File: config.mk
export PLATFORM = sky130hd
export DESIGN_NAME = board_stream_parser_flat
export DESIGN_NICKNAME = d
export VERILOG_FILES = /design/src/rtl/nonogram_pkg.sv /design/src/rtl/board_stream_parser_if.sv /design/src/rtl/board_stream_parser.sv /design/src/flat_wrapper.sv
export SDC_FILE = /design/constraint.sdc
export NUM_CORES = 1
export LEC_CHECK = 0
export CAP_MARGIN = 10
export CORE_MARGIN = 2
export CORE_UTILIZATION = 36
export CTS_BUF_LIST = sky130_fd_sc_hd__clkbuf_8
export DETAILED_ROUTE_END_ITERATION = 8
export SLEW_MARGIN = 25
export SYNTH_ARGS = -nofsm -noshare
export SYNTH_HDL_FRONTEND = slang
export SYNTH_SLANG_ARGS = --single-unit
File: constraint.sdc
create_clock -name clk -period 2.1 [get_ports clk]
set_clock_uncertainty 0.05 [all_clocks]
set_input_delay 0.525 -clock clk [delete_from_list [all_inputs] [get_ports clk]]
set_output_delay 0.525 -clock clk [all_outputs]
set_load 0.1 [all_outputs]
File: src/rtl/nonogram_pkg.sv
// Shared constants, parser state encoding and byte classification for the
// board stream parser.
package nonogram_pkg;

  localparam logic [7:0] TOK_LINE   = 8'hFE;
  localparam logic [7:0] TOK_END    = 8'hFF;
  localparam logic [7:0] DATA_LIMIT = 8'h20;
  localparam int         CELL_W     = 12;
  localparam int         DATA_W     = CELL_W + 1;

  typedef enum logic [2:0] {
    IDLE,
    LHI,
    LLO,
    TOK,
    WLO,
    CSUM,
    ERR
  } parser_state_t;

  // A high byte below 0x20 carries the upper five bits of a 13-bit word.
  function automatic logic is_data(input logic [7:0] b);
    return b < DATA_LIMIT;
  endfunction

endpackage

File: src/rtl/board_stream_parser_if.sv
// Byte-stream input and BRAM write bus of the board stream parser.
// master: the parser (consumes bytes, drives writes); slave: the surroundings.
interface board_stream_parser_if #(
  parameter int ADDR_W = 13,
  parameter int DATA_W = 13
) ();
  logic              axiiv;
  logic [7:0]        axiid;
  logic              wr_en;
  logic [ADDR_W-1:0] wr_addr;
  logic [DATA_W-1:0] wr_data;
  logic              line_start;

  modport master (
    input  axiiv, axiid,
    output wr_en, wr_addr, wr_data, line_start
  );

  modport slave (
    output axiiv, axiid,
    input  wr_en, wr_addr, wr_data, line_start
  );
endinterface

File: src/rtl/board_stream_parser.sv
// Board stream parser: turns the received byte stream of one puzzle board into
// sequential 13-bit BRAM words (line headers and cell assignments).
// Optional macro BOARD_CHECKSUM_EN: expect an XOR checksum byte after 0xFF.
module board_stream_parser #(
  parameter int DATA_W = nonogram_pkg::DATA_W,
  parameter int DEPTH  = 8192,
  parameter int ADDR_W = $clog2(DEPTH)
) (
  input  logic                 clk,
  input  logic                 rst_n,
  board_stream_parser_if.master bus,
  output logic                 board_done,
  output logic [ADDR_W:0]      word_count,
  output logic                 err
);
  import nonogram_pkg::*;

  localparam logic [ADDR_W:0] DEPTH_LIMIT = (ADDR_W + 1)'(DEPTH);

  parser_state_t     state_reg, state_next;
  logic [4:0]        hi_reg, hi_next;
  logic [ADDR_W:0]   word_count_reg, word_count_next;
  logic              wr_en_reg, wr_en_next;
  logic [ADDR_W-1:0] wr_addr_reg, wr_addr_next;
  logic [DATA_W-1:0] wr_data_reg, wr_data_next;
  logic              line_start_reg, line_start_next;
  logic              board_done_reg, board_done_next;
  logic              err_reg, err_next;
`ifdef BOARD_CHECKSUM_EN
  logic [7:0]        csum_reg, csum_next;
`endif

  assign bus.wr_en      = wr_en_reg;
  assign bus.wr_addr    = wr_addr_reg;
  assign bus.wr_data    = wr_data_reg;
  assign bus.line_start = line_start_reg;
  assign board_done     = board_done_reg;
  assign word_count     = word_count_reg;
  assign err            = err_reg;

  // State and datapath registers; reset drops back to IDLE with quiet outputs.
  always_ff @(posedge clk or negedge rst_n) begin
    if (!rst_n) begin
      state_reg      <= IDLE;
      hi_reg         <= '0;
      word_count_reg <= '0;
      wr_en_reg      <= 1'b0;
      wr_addr_reg    <= '0;
      wr_data_reg    <= '0;
      line_start_reg <= 1'b0;
      board_done_reg <= 1'b0;
      err_reg        <= 1'b0;
`ifdef BOARD_CHECKSUM_EN
      csum_reg       <= '0;
`endif
    end else begin
      state_reg      <= state_next;
      hi_reg         <= hi_next;
      word_count_reg <= word_count_next;
      wr_en_reg      <= wr_en_next;
      wr_addr_reg    <= wr_addr_next;
      wr_data_reg    <= wr_data_next;
      line_start_reg <= line_start_next;
      board_done_reg <= board_done_next;
      err_reg        <= err_next;
`ifdef BOARD_CHECKSUM_EN
      csum_reg       <= csum_next;
`endif
    end
  end

  // Next-state decode; every transition happens only on a valid byte.
  always_comb begin
    state_next      = state_reg;
    hi_next         = hi_reg;
    word_count_next = word_count_reg;
    wr_en_next      = 1'b0;
    wr_addr_next    = wr_addr_reg;
    wr_data_next    = wr_data_reg;
    line_start_next = 1'b0;
    board_done_next = 1'b0;
    err_next        = err_reg;
`ifdef BOARD_CHECKSUM_EN
    csum_next       = csum_reg;
    if (bus.axiiv && state_reg inside {LHI, LLO, TOK, WLO}) begin
      csum_next = csum_reg ^ bus.axiid;
    end
`endif
    if (bus.axiiv) begin
      case (state_reg)
        IDLE: begin
          if (bus.axiid == TOK_LINE) begin
            state_next      = LHI;
            err_next        = 1'b0;
            word_count_next = '0;
            wr_addr_next    = '0;
`ifdef BOARD_CHECKSUM_EN
            csum_next       = bus.axiid;
`endif
          end
        end
        LHI: begin
          if (is_data(bus.axiid)) begin
            hi_next    = bus.axiid[4:0];
            state_next = LLO;
          end else begin
            err_next   = 1'b1;
            state_next = ERR;
          end
        end
        LLO, WLO: begin
          // A full BRAM turns the would-be write into an error instead.
          if (word_count_reg == DEPTH_LIMIT) begin
            err_next   = 1'b1;
            state_next = ERR;
          end else begin
            wr_en_next      = 1'b1;
            wr_addr_next    = word_count_reg[ADDR_W-1:0];
            wr_data_next    = DATA_W'({hi_reg, bus.axiid});
            line_start_next = (state_reg == LLO);
            word_count_next = word_count_reg + 1'b1;
            state_next      = TOK;
          end
        end
        TOK: begin
          if (bus.axiid == TOK_LINE) begin
            state_next = LHI;
          end else if (bus.axiid == TOK_END) begin
            if (word_count_reg == '0) begin
              err_next   = 1'b1;
              state_next = ERR;
            end else begin
`ifdef BOARD_CHECKSUM_EN
              state_next      = CSUM;
`else
              board_done_next = 1'b1;
              state_next      = IDLE;
`endif
            end
          end else if (is_data(bus.axiid)) begin
            hi_next    = bus.axiid[4:0];
            state_next = WLO;
          end else begin
            err_next   = 1'b1;
            state_next = ERR;
          end
        end
        CSUM: begin
`ifdef BOARD_CHECKSUM_EN
          if (bus.axiid == csum_reg) begin
            board_done_next = 1'b1;
          end else begin
            err_next = 1'b1;
          end
`endif
          state_next = IDLE;
        end
        ERR: begin
          if (bus.axiid == TOK_END) begin
            state_next = IDLE;
          end
        end
        default: state_next = IDLE;
      endcase
    end
  end

endmodule

File: src/flat_wrapper.sv
// flat-port wrapper written by rule: the top's interface ports become plain ports
module board_stream_parser_flat import nonogram_pkg::*;
#(
  parameter int DATA_W = nonogram_pkg::DATA_W,
  parameter int DEPTH  = 8192,
  parameter int ADDR_W = $clog2(DEPTH)
)
  (clk, rst_n, board_done, word_count, err, bus_axiiv, bus_axiid, bus_wr_en, bus_wr_addr, bus_wr_data, bus_line_start);
  board_stream_parser_if #(.ADDR_W(ADDR_W), .DATA_W(DATA_W)) bus_i ();
  input  logic clk;
  input  logic rst_n;
  output logic board_done;
  output logic [ADDR_W:0] word_count;
  output logic err;
  input wire logic [$bits(bus_i.axiiv)-1:0] bus_axiiv;
  input wire logic [$bits(bus_i.axiid)-1:0] bus_axiid;
  output wire logic [$bits(bus_i.wr_en)-1:0] bus_wr_en;
  output wire logic [$bits(bus_i.wr_addr)-1:0] bus_wr_addr;
  output wire logic [$bits(bus_i.wr_data)-1:0] bus_wr_data;
  output wire logic [$bits(bus_i.line_start)-1:0] bus_line_start;
  assign bus_i.axiiv = bus_axiiv;
  assign bus_i.axiid = bus_axiid;
  assign bus_wr_en = bus_i.wr_en;
  assign bus_wr_addr = bus_i.wr_addr;
  assign bus_wr_data = bus_i.wr_data;
  assign bus_line_start = bus_i.line_start;
  board_stream_parser #(.DATA_W(DATA_W), .DEPTH(DEPTH), .ADDR_W(ADDR_W)) u_core (.clk(clk), .rst_n(rst_n), .bus(bus_i), .board_done(board_done), .word_count(word_count), .err(err));
endmodule
# [After elaboration in Yosys (flattened, before gate mapping)]
# Index checks and enable logic that the tools add are counted.
[word_totals] inputBits=11 out_inout_bits=44 reg_bits=52 wordCells=75
[op_classes] n_bitwise=1 order_cmp=1 muxes=37 add_sub_neg=1 n_reduce_logical=11 n_eq_ne=15
[ops] cell="$mux 14" count=2
[ops] cell="$pmux 14 s2" count=1
[ops] cell="$mux 13" count=2
[ops] cell="$pmux 13 s2" count=1
[ops] cell="$mux 3" count=7
[ops] cell="$mux 1" count=17
[ops] cell="$eq 8x8->1 const B" count=2
[ops] cell="$mux 5" count=3
[ops] cell="$pmux 3 s5" count=1
[ops] cell="$add 14x1->14 const B" count=1
[ops] cell="$eq 14x14->1 const B" count=1
[ops] cell="$logic_not 14->1" count=1
[ops] cell="$pmux 5 s2" count=1
[ops] cell="$lt 8x6->1 const B" count=1
[ops] cell="$reduce_and 4->1" count=2
[ops] cell="$eq 3x2->1 const B" count=2
[ops] cell="$eq 3x3->1 const B" count=2
[ops] cell="$ne 2x1->1 const B" count=3
[ops] cell="$ne 2x2->1 const B" count=3
[ops] cell="$reduce_and 3->1" count=2
[ops] cell="$reduce_and 6->1" count=1
[ops] cell="$pmux 1 s4" count=1
[ops] cell="$reduce_bool 2->1" count=2
[ops] cell="$reduce_bool 4->1" count=1
[ops] cell="other kinds (6)" count=6

# [Logic depth before layout (Yosys ltp)]
# Gate-level depths: netlist of the first run.
[logic_depth] depth_word=6 depth_mapped=10 depth_no_buf=8

# [Worst setup path before layout of the first run]
# OpenSTA, ideal clock, no wires.
[synth_timing] kind="flip-flop to flip-flop" from="register u_core.word_count_reg[0], in the netlist u_core.word_count[0]" to="register u_core.word_count_reg[8], in the netlist u_core.word_count[8]" slack_ns=-0.829 setup_time_ns=0.078 stages_incl_launch_ff=10 arrival_time_ns=2.802 t_required_ns=1.972 n_path_buf=1 synth_period_minus_slack_ns=2.929 cell_sequence="dfrtp_1 inv_1 ha_1 nor4b_1 nand4_1 nand3_1 and2_4 buf_6 or4_1 a21oi_1"
[synth_via] elab_chain_len=3 word_cells_on_any_way=6 cone_classes="add/sub: 1; eq/ne: 2; mux: 2; reduce/logical: 1"
[synth_rtl] element="start: declaration" line="board_stream_parser.sv:22" text="logic [ADDR_W:0] word_count_reg, word_count_next;"
[synth_rtl] element="start signal: assignment" line="board_stream_parser.sv:59" text="word_count_reg <= word_count_next;"
[synth_rtl] element="$add 14x1->14 or $eq 14x14->1 (tied branches)" line="board_stream_parser.sv:121, board_stream_parser.sv:113"
[synth_rtl] element="$mux 14 or $ne 2x2->1 (tied branches)"
[synth_rtl] element="$pmux 14 s2 or $reduce_and 4->1 (tied branches)"
# Parallel ways exist; a longest one is shown, timed or not. The select of a mux whose other input is x is not followed.
# A chain may end at the register's enable or synchronous reset.

# [Worst setup path in the final report of the first run]
# Same ends and word-level chain as after synthesis.

==> results.cfg, run 1 <==
[global_routing]
grt_usage_pct = 18.6
grt_pass1_vias = 2207
antenna_found_initial = 0
grt_util_met3_pct = 2.46
met2_usage_pct = 28.5
met1_usage_pct = 27.0
grt_pass1_wl_um = 11100
busiest_layer = met2
overflow = 0
grt_max_degree = 53

[run_status]
status = finished, violations left
violations = setup timing

[setup_path]
critPathMaxFanout = 6
crit_path_start_kind = register
slowest_stage = or4_1
cp-end-kind = register
cp_num_buf_inv = 2
worstPathRequired_ps = 2280
critPathTopFamily = simple AND/OR/NAND/NOR gates
worstSetupPathType = register to register
slowest_delay_ps = 480
crit_chain = inv_4 > ha_4 > nor4b_4 > nand4_1 > buf_4 > nand3_2 > and2_4 > or4_1 > a21oi_1
crit_arrival_ps = 2430

[synth]
synth_area_um2 = 2480
synth_top_area_share_pct = 52.5
netlist_top_cells_area = dfrtp_1 52%, mux2_2 8.2%, a22o_1 4.9%
syn_avg_cell_area_um2 = 10.9
async_reset_ff_share_pct = 100
synth_cells = 227
syn_nets = 240
yosysSeqAreaShare_pct = 52.5
ys.warnings.count = 0
yosysTopAreaCell = dfrtp_1
synth.distinct_cells = 44
synth_edf_count = 0
synth_ff_type = dfrtp_1
ys_ff_latch = 52

[power_and_ir_drop]
p_sw_mw = 3.31
p_sw_share_pct = 51.9
power.share.clock_pct = 9.6
ir_drop_mv = 1.24
seq_power_share_pct = 25.2
leakage_nw = 1.70
p_total_mw = 6.38
comb_power_share_pct = 65.3
powerDensity_nw_per_um2 = 1600
intPower_mw = 3.07

[sta]
fin_crit_ps = 2250
worst_pin_slew_ps = 392
finalHoldViolations = 0
rsz0062_at_grt = yes
setup_viol = 30
finalWorstSetupSlack_ps = -150
fmaxAchievable_mhz = 444
period_share_pct = 107
slew_violations = 0
max-slew-margin-rel_pct = 73.7

[die]
rows = 30
core_area_um2 = 6720
io_pins = 55
start_util_pct = 36.9
fp.dieH_um = 87.0
die_x_um = 87.0
die-area_um2 = 7560

[run]
maxCapViolCount = 0

[routing]
drc = 0
first_iter_violations = 158
dr.pass1.iters = 4
ant_nets = 0
routedWlPerCell_um = 16.5
vias = 2209
wl_um = 6740
avgViaCountPerCell = 5.41

[finish]
largest_register_ffs = 14
nets = 340
areaGrowthSynthToFinish_pct = 60.5
multiInputGateArea_um2 = 1230
layout_common_cells = 67 x buf_4, 38 x dfrtp_1, 28 x buf_12
design_area_um2 = 3980
utilization_pct = 59.2
fillers = 537
antenna-diode-count = 0
final_common_cell = buf_4
seqCellArea_um2 = 1340
drive_above_1_share_pct = 50.6

[place]
post_dp_cell_area_um2 = 3700
place_ws_ps = -515
place_hpwl_um = 4740
gp_congestion = 0.907
io_buffers = 54

[clocking]
clockRootBuffer = clkbuf_8
cts_tree = built
htreeDepth = 2
clk_latency_ps = 310
cts_made_buffers = 5
clkSinkCount = 52
path_clk_slew_ps = 100
clock_path_buffers = 2

[hold_path]
hp-class = input port to asynchronous set/reset pin
==> worst register-to-register path: stages (launching register included) <==
cell	delay [ps]
dfrtp_4	430
inv_4	40
ha_4	160
nor4b_4	140
nand4_1	130
buf_4	160
nand3_2	180
and2_4	250
or4_1	480
a21oi_1	170
==> cell families (layout without fill, tap and decap cells) <==
family | count (synthesis) | count (layout) | share of synthesized area, %
compound gates | 49 | 49 | 14.8
mux | 18 | 18 | 8.18
buf+inv | 22 | 123 | 4.19
xor+xnor | 11 | 11 | 3.89
fa+ha+maj | 2 | 2 | 1.01
flops | 52 | 52 | 52.5
simple gates | 73 | 73 | 15.4
==> power groups by stage <==
stage	clock [mW]	sequential, mW	combinational, mW
2_1_floorplan	0	3.31	0.984
4_1_cts	0.640	1.61	4.00
3_3_place_gp	0	1.61	3.90
6_report	0.612	1.61	4.17
3_5_place_dp	0	1.61	3.93
5_1_grt	0.673	1.65	4.34
==> metrics by stage <==
stage / instances / hold slack [ps] / TNS [ps]
after floorplan: 227 / 179 / -3000
after global placement: 393 / 433 / -11490
after detailed placement: 393 / 437 / -13410
after CTS: 405 / 144 / -670
after global routing: 408 / 156 / -4850
final: 408 / 142 / -2080
==> cells in the mapped netlist (2+ instances only) <==
library cell  number
nor4b_1            3
or2_2              2
nor3_1             4
inv_1              7
o21ai_0            4
nand3_1            7
o22ai_1            2
buf_2              8
nand2_1           10
mux2_2            18
or3_1              2
nor2_1            25
nand2b_1           4
o221ai_1           2
nand4_1            6
dfrtp_1           52
xnor2_1           11
a21oi_1            9
a21boi_0           2
a211oi_1           7
clkbuf_1           5
a22o_1            14
ha_1               2
==> timing repair <==
item | in CTS | in global routing
gates resized for setup | 16 | 13
setup endpoints to repair | 43 | 42
hold buffers | 0 | 0
pin swaps | 4 | 12
buffers inserted | 4 | 4
==> per-layer routing <==
| metal | share of wire [%] | vias up |
|---|---|---|
| met1 | 45 | 1105 |
| li1 | - | 1022 |
| met5 | 0 | - |
| met3 | 4.7 | 11 |
| met4 | 1.9 | 0 |
| met2 | 48 | 71 |
==> cell type report <==
| type | count | area share [%] |
|---|---|---|
| Clock buffer | 5 | 1.73 |
| Clock inverter | 3 | 0.660 |
| Inverter | 7 | 0.786 |
| Multi-Input combinational cell | 153 | 30.9 |
| Sequential cell | 52 | 33.6 |
| Tap cell | 80 | 2.52 |
| Timing Repair Buffer | 108 | 29.8 |
==> worst paths after layout <==
path                                  startpoint                     to  slack [ps]  depth (start not counted)
min in group clk           u_core.bus.wr_addr[8]  u_core.bus.wr_addr[8]         460                          1
max reg2reg                 u_core.word_count[0]   u_core.word_count[8]        -150                          9
max                         u_core.word_count[0]   u_core.word_count[8]        -150                          9
max in group asynchronous                  rst_n   u_core.word_count[1]        1610                          2
min                                        rst_n  u_core.bus.wr_addr[9]         140                          2
min reg2reg                u_core.bus.wr_addr[8]  u_core.bus.wr_addr[8]         460                          1
(Power assumes the default switching activity.)
==> run 2: changes to the inputs <==
CORE_ASPECT_RATIO = 0.9   (was default)
PLACE_DENSITY = 0.69   (was default)
==> results.cfg, run 2 (synthesis gave the netlist of run 1 again) <==
[routing]
wl_um = 6490
avgViaCountPerCell = 5.11
routedWlPerCell_um = 15.6
first_iter_violations = 101
ant_nets = 0
dr.pass1.iters = 5
drc = 0
vias = 2127

[setup_path]
worstSetupPathType = input port to register
cp-end-kind = register
worstPathRequired_ps = 2280
crit_arrival_ps = 2340
critPathMaxFanout = 6
crit_path_start_kind = input port

[die]
start_util_pct = 37.4
rows = 28
io_pins = 55
die-area_um2 = 7570
core_area_um2 = 6620
fp.dieH_um = 82.7
die_x_um = 91.5

[sta]
fin_crit_ps = 2160
period_share_pct = 103
finalWorstSetupSlack_ps = -59.9
rsz0062_at_grt = yes
slew_violations = 0
worst_pin_slew_ps = 599
setup_viol = 7
finalSetupTns_ps = -154
finalHoldViolations = 0
fmaxAchievable_mhz = 463
max-slew-margin-rel_pct = 60.1
whs_ps = 164

[clocking]
path_clk_slew_ps = 100
clk_latency_ps = 310
htreeDepth = 2
clock_path_buffers = 2
cts_made_buffers = 5
clkSinkCount = 52
clockRootBuffer = clkbuf_8
cts_tree = built

[global_routing]
antenna_found_initial = 0
met2_usage_pct = 25.3
met1_usage_pct = 27.1
grt_pass1_vias = 1976
grt_util_met3_pct = 2.54
grt_max_degree = 28
overflow = 0
grt_usage_pct = 17.6
busiest_layer = met1
grt_pass1_wl_um = 10200

[run_status]
status = finished, violations left
violations = setup timing

[finish]
layoutNonFillerInstCount = 416
nets = 338
areaGrowthSynthToFinish_pct = 57.3
layout_common_cells = 71 x buf_4, 38 x dfrtp_1, 25 x nor2_1
drive_above_1_share_pct = 48.8
final_common_cell = buf_4
design_area_um2 = 3900
largest_register_ffs = 14
utilization_pct = 58.9
fillers = 556
antenna-diode-count = 0

[place]
io_buffers = 54
dp.cells = 405
gp_congestion = 0.859
post_dp_cell_area_um2 = 3700
place_hpwl_um = 4710

[power_and_ir_drop]
leakage_nw = 1.68
ir_drop_mv = 1.50
powerDensity_nw_per_um2 = 1580

[run]
maxCapViolCount = 0

[hold_path]
hp-class = input port to asynchronous set/reset pin
-- run 2: changes by cell type in the layout (fill, tap and decap cells not counted), moves of 2 or more --
cell / previous run / this run
dlygate4sd2_1: 5 / 9
clkdlybuf4s50_1: 4 / 0
buf_4: 67 / 71
a2111oi_2: 2 / 0
buf_12: 28 / 24
buf_6: 3 / 1
-- run 2: through the flow --
step | total power [mW] | worst slack, ps
after global placement | 5.43 | -490
after CTS | 6.13 | -35.8
final | 6.17 | -59.9
after floorplan | 4.30 | -207
after detailed placement | 5.46 | -487
after global routing | 6.44 | -157
-- run 2: metal layers --
metal | up-vias | wire, um
met5 | - | 0
met4 | 0 | 77
met3 | 6 | 327
met2 | 66 | 2830
met1 | 1036 | 3250
li1 | 1019 | -
-- run 2: timing repair --
item                                    CTS  global route
resized for setup                        19             5
setup buffers                             1             2
pin swaps                                 6             3
hold buffers                              0             0
endpoints found under the setup margin   35            41
-- run 2: worst paths after layout --
kind                       depth (start not counted)  slack [ps]              startpoint                      to
min in group clk                                   1         460  u_core.bus.wr_addr[11]  u_core.bus.wr_addr[11]
max reg2reg                                       10         -40    u_core.word_count[0]    u_core.word_count[2]
min                                                1         160                   rst_n        u_core.bus.wr_en
max in group asynchronous                          2        1270                   rst_n    u_core.word_count[1]
max                                                7         -60               bus_axiiv    u_core.word_count[8]
min reg2reg                                        1         460  u_core.bus.wr_addr[11]  u_core.bus.wr_addr[11]
-- run 2: cell type report --
type | instances | area (um2) | area share [%]
tap | 90 | 113 | 2.89
sequential | 52 | 1340 | 34.3
inverter | 7 | 28.8 | 0.738
clock inverter | 2 | 13.8 | 0.353
clock buffer | 6 | 82.6 | 2.12
multi-input combinational | 153 | 1220 | 31.2
timing repair buffer | 106 | 1110 | 28.4
-- run 2: power by group --
group | internal, mW | switching (mW)
sequential | 1.34 | 0.268
clock | 0.270 | 0.345
combinational | 1.32 | 2.62
total | 2.93 | 3.24
-- run 2: critical path: stages --
cell,delay [ps]
dlygate4sd2_1,210
or3b_4,410
nor4_4,330
a21oi_4,80
and2_4,180
or4_1,460
a21oi_1,140
==> run 3: changes to the inputs <==
--- a/config.mk
+++ b/config.mk
@@ -13,2 +13,3 @@
 export DETAILED_ROUTE_END_ITERATION = 8
+export HOLD_SLACK_MARGIN = 0.08
 export PLACE_DENSITY = 0.69
--- a/constraint.sdc
+++ b/constraint.sdc
@@ -4,2 +4,2 @@
 set_output_delay 0.525 -clock clk [all_outputs]
-set_load 0.1 [all_outputs]
+set_load 0.02 [all_outputs]
==> results.cfg, run 3 (synthesis gave the netlist of run 1 again) <==
[global_routing]
grt_usage_pct = 17.9
grt_pass1_wl_um = 10500
grt_max_degree = 29
antenna_found_initial = 0
grt_pass1_vias = 2058
overflow = 0

[power_and_ir_drop]
p_sw_share_pct = 37.0
seq_power_share_pct = 32.5
powerDensity_nw_per_um2 = 1210
p_sw_mw = 1.74
power.share.clock_pct = 14.8
comb_power_share_pct = 52.6
intPower_mw = 2.95
leakage_nw = 1.66
p_total_mw = 4.69
ir_drop_mv = 0.761

[clocking]
clk_latency_ps = 310
htreeDepth = 2
clkSinkCount = 52
cts_tree = built
clockRootBuffer = clkbuf_8
cts_made_buffers = 5
path_clk_slew_ps = 100
clock_path_buffers = 2

[run_status]
violations = setup timing
status = finished, violations left

[routing]
vias = 2204
drc = 0
ant_nets = 0
wl_um = 6850
routedWlPerCell_um = 16.1
first_iter_violations = 115
dr.pass1.iters = 5
avgViaCountPerCell = 5.20

[setup_path]
crit_chain = inv_2 > ha_4 > nor4b_4 > nand4_1 > buf_4 > a21oi_4 > buf_6 > a21boi_0 > xnor2_1 > nor2_1
crit_path_start_kind = register
slowest_stage = dfrtp_2
slowest_delay_ps = 420
worstPathRequired_ps = 2260
crit-reg2reg-launch = u_core.word_count[0]
worstSetupPathType = register to register
crit_start = u_core.word_count[0]
cp-end-kind = register
critPathMaxFanout = 9
crit_arrival_ps = 2270

[sta]
slew_violations = 0
rsz0062_at_grt = yes
finalHoldViolations = 0
finalWorstSetupSlack_ps = -15.8
setup_viol = 2
fin_crit_ps = 2120
fmaxAchievable_mhz = 473
worst_pin_slew_ps = 344
max-slew-margin-rel_pct = 77.0
period_share_pct = 101

[finish]
design_area_um2 = 3870
fillers = 540
layout_common_cells = 50 x buf_4, 49 x dfrtp_1, 42 x clkdlybuf4s50_1
areaGrowthSynthToFinish_pct = 56.0
antenna-diode-count = 0
drive_above_1_share_pct = 33.5
nets = 346
largest_register_ffs = 14
final_common_cell = buf_4

[die]
die-area_um2 = 7570
start_util_pct = 37.4
core_area_um2 = 6620
fp.dieH_um = 82.7
die_x_um = 91.5
io_pins = 55
rows = 28

[hold_path]
hp-class = input port to register
hold_path_startpoint = bus_axiid[3]

[place]
gp_congestion = 0.965
place_ws_ps = -517
post_dp_cell_area_um2 = 3470
io_buffers = 54
place_hpwl_um = 4730

[run]
maxCapViolCount = 0
==> run 3: critical path: cells and delay by family (launching register included) <==
kind	cells	cell delay, ps
adders and majority gates	1	140
buffers and inverters	3	430
xor gates and xnor gates	1	180
AOI/OAI and AO/OA	2	300
DFF	1	420
and+or+nand+nor	3	480
==> run 3: final cells by class <==
type                    count  area (um2)  share of cell area [%]
clock inverters             3        42.5                    1.10
clock buffers               5        68.8                    1.78
well taps                  90         113                    2.91
flip-flops and latches     52        1310                    33.8
inverters                   7        26.3                   0.680
multi-input cells         153        1230                    31.9
repair buffers            114        1080                    27.8
==> run 3: power by group through the flow <==
stage | clock network, mW | registers (mW) | logic (mW)
2_1_floorplan | 0 | 1.82 | 0.863
3_3_place_gp | 0 | 1.51 | 2.11
3_5_place_dp | 0 | 1.52 | 2.13
4_1_cts | 0.702 | 1.52 | 2.17
5_1_grt | 0.760 | 1.56 | 2.63
6_report | 0.695 | 1.53 | 2.47
==> run 3: layer usage <==
| metal | share of wire, % | global-route usage, % |
|---|---|---|
| met1 | 47 | 26.2 |
| met2 | 47 | 27.4 |
| met3 | 5.2 | 3.63 |
| met4 | 1.3 | 4.24 |
| met5 | 0 | 0 |
==> run 3: final timing paths <==
check,endpoint,slack (ps),cells after the start
min in group asynchronous,u_core.bus.wr_addr[11],550,2
worst max register to register,u_core.word_count[2],-20,10
worst min-delay path,u_core.bus.wr_data[3],440,2
worst min register to register,u_core.bus.wr_addr[11],460,1
max in group asynchronous,u_core.word_count[1],940,3
worst max-delay path,u_core.word_count[2],-20,10
==> run 3: repair_timing <==
action | CTS | global route
gates cloned | 0 | 3
hold buffers | 1 | 0
hold endpoints to repair | 6 | 0
pin swaps | 5 | 9
setup buffers | 3 | 5
resized for setup | 20 | 33
setup endpoints to repair | 45 | 43
==> run 3: metrics by stage <==
| step | setup TNS [ps] | hold slack (ps) | util [%] | instances |
|---|---|---|---|---|
| 6_report | -28.0 | 440 | 58.4 | 424 |
| 5_1_grt | -496 | 427 | 58.4 | 424 |
| 3_3_place_gp | -13260 | 342 | 52.4 | 406 |
| 3_5_place_dp | -13920 | 346 | 52.4 | 406 |
| 4_1_cts | -8.37 | 464 | 55.0 | 417 |
| 2_1_floorplan | -99.0 | 179 | - | 227 |
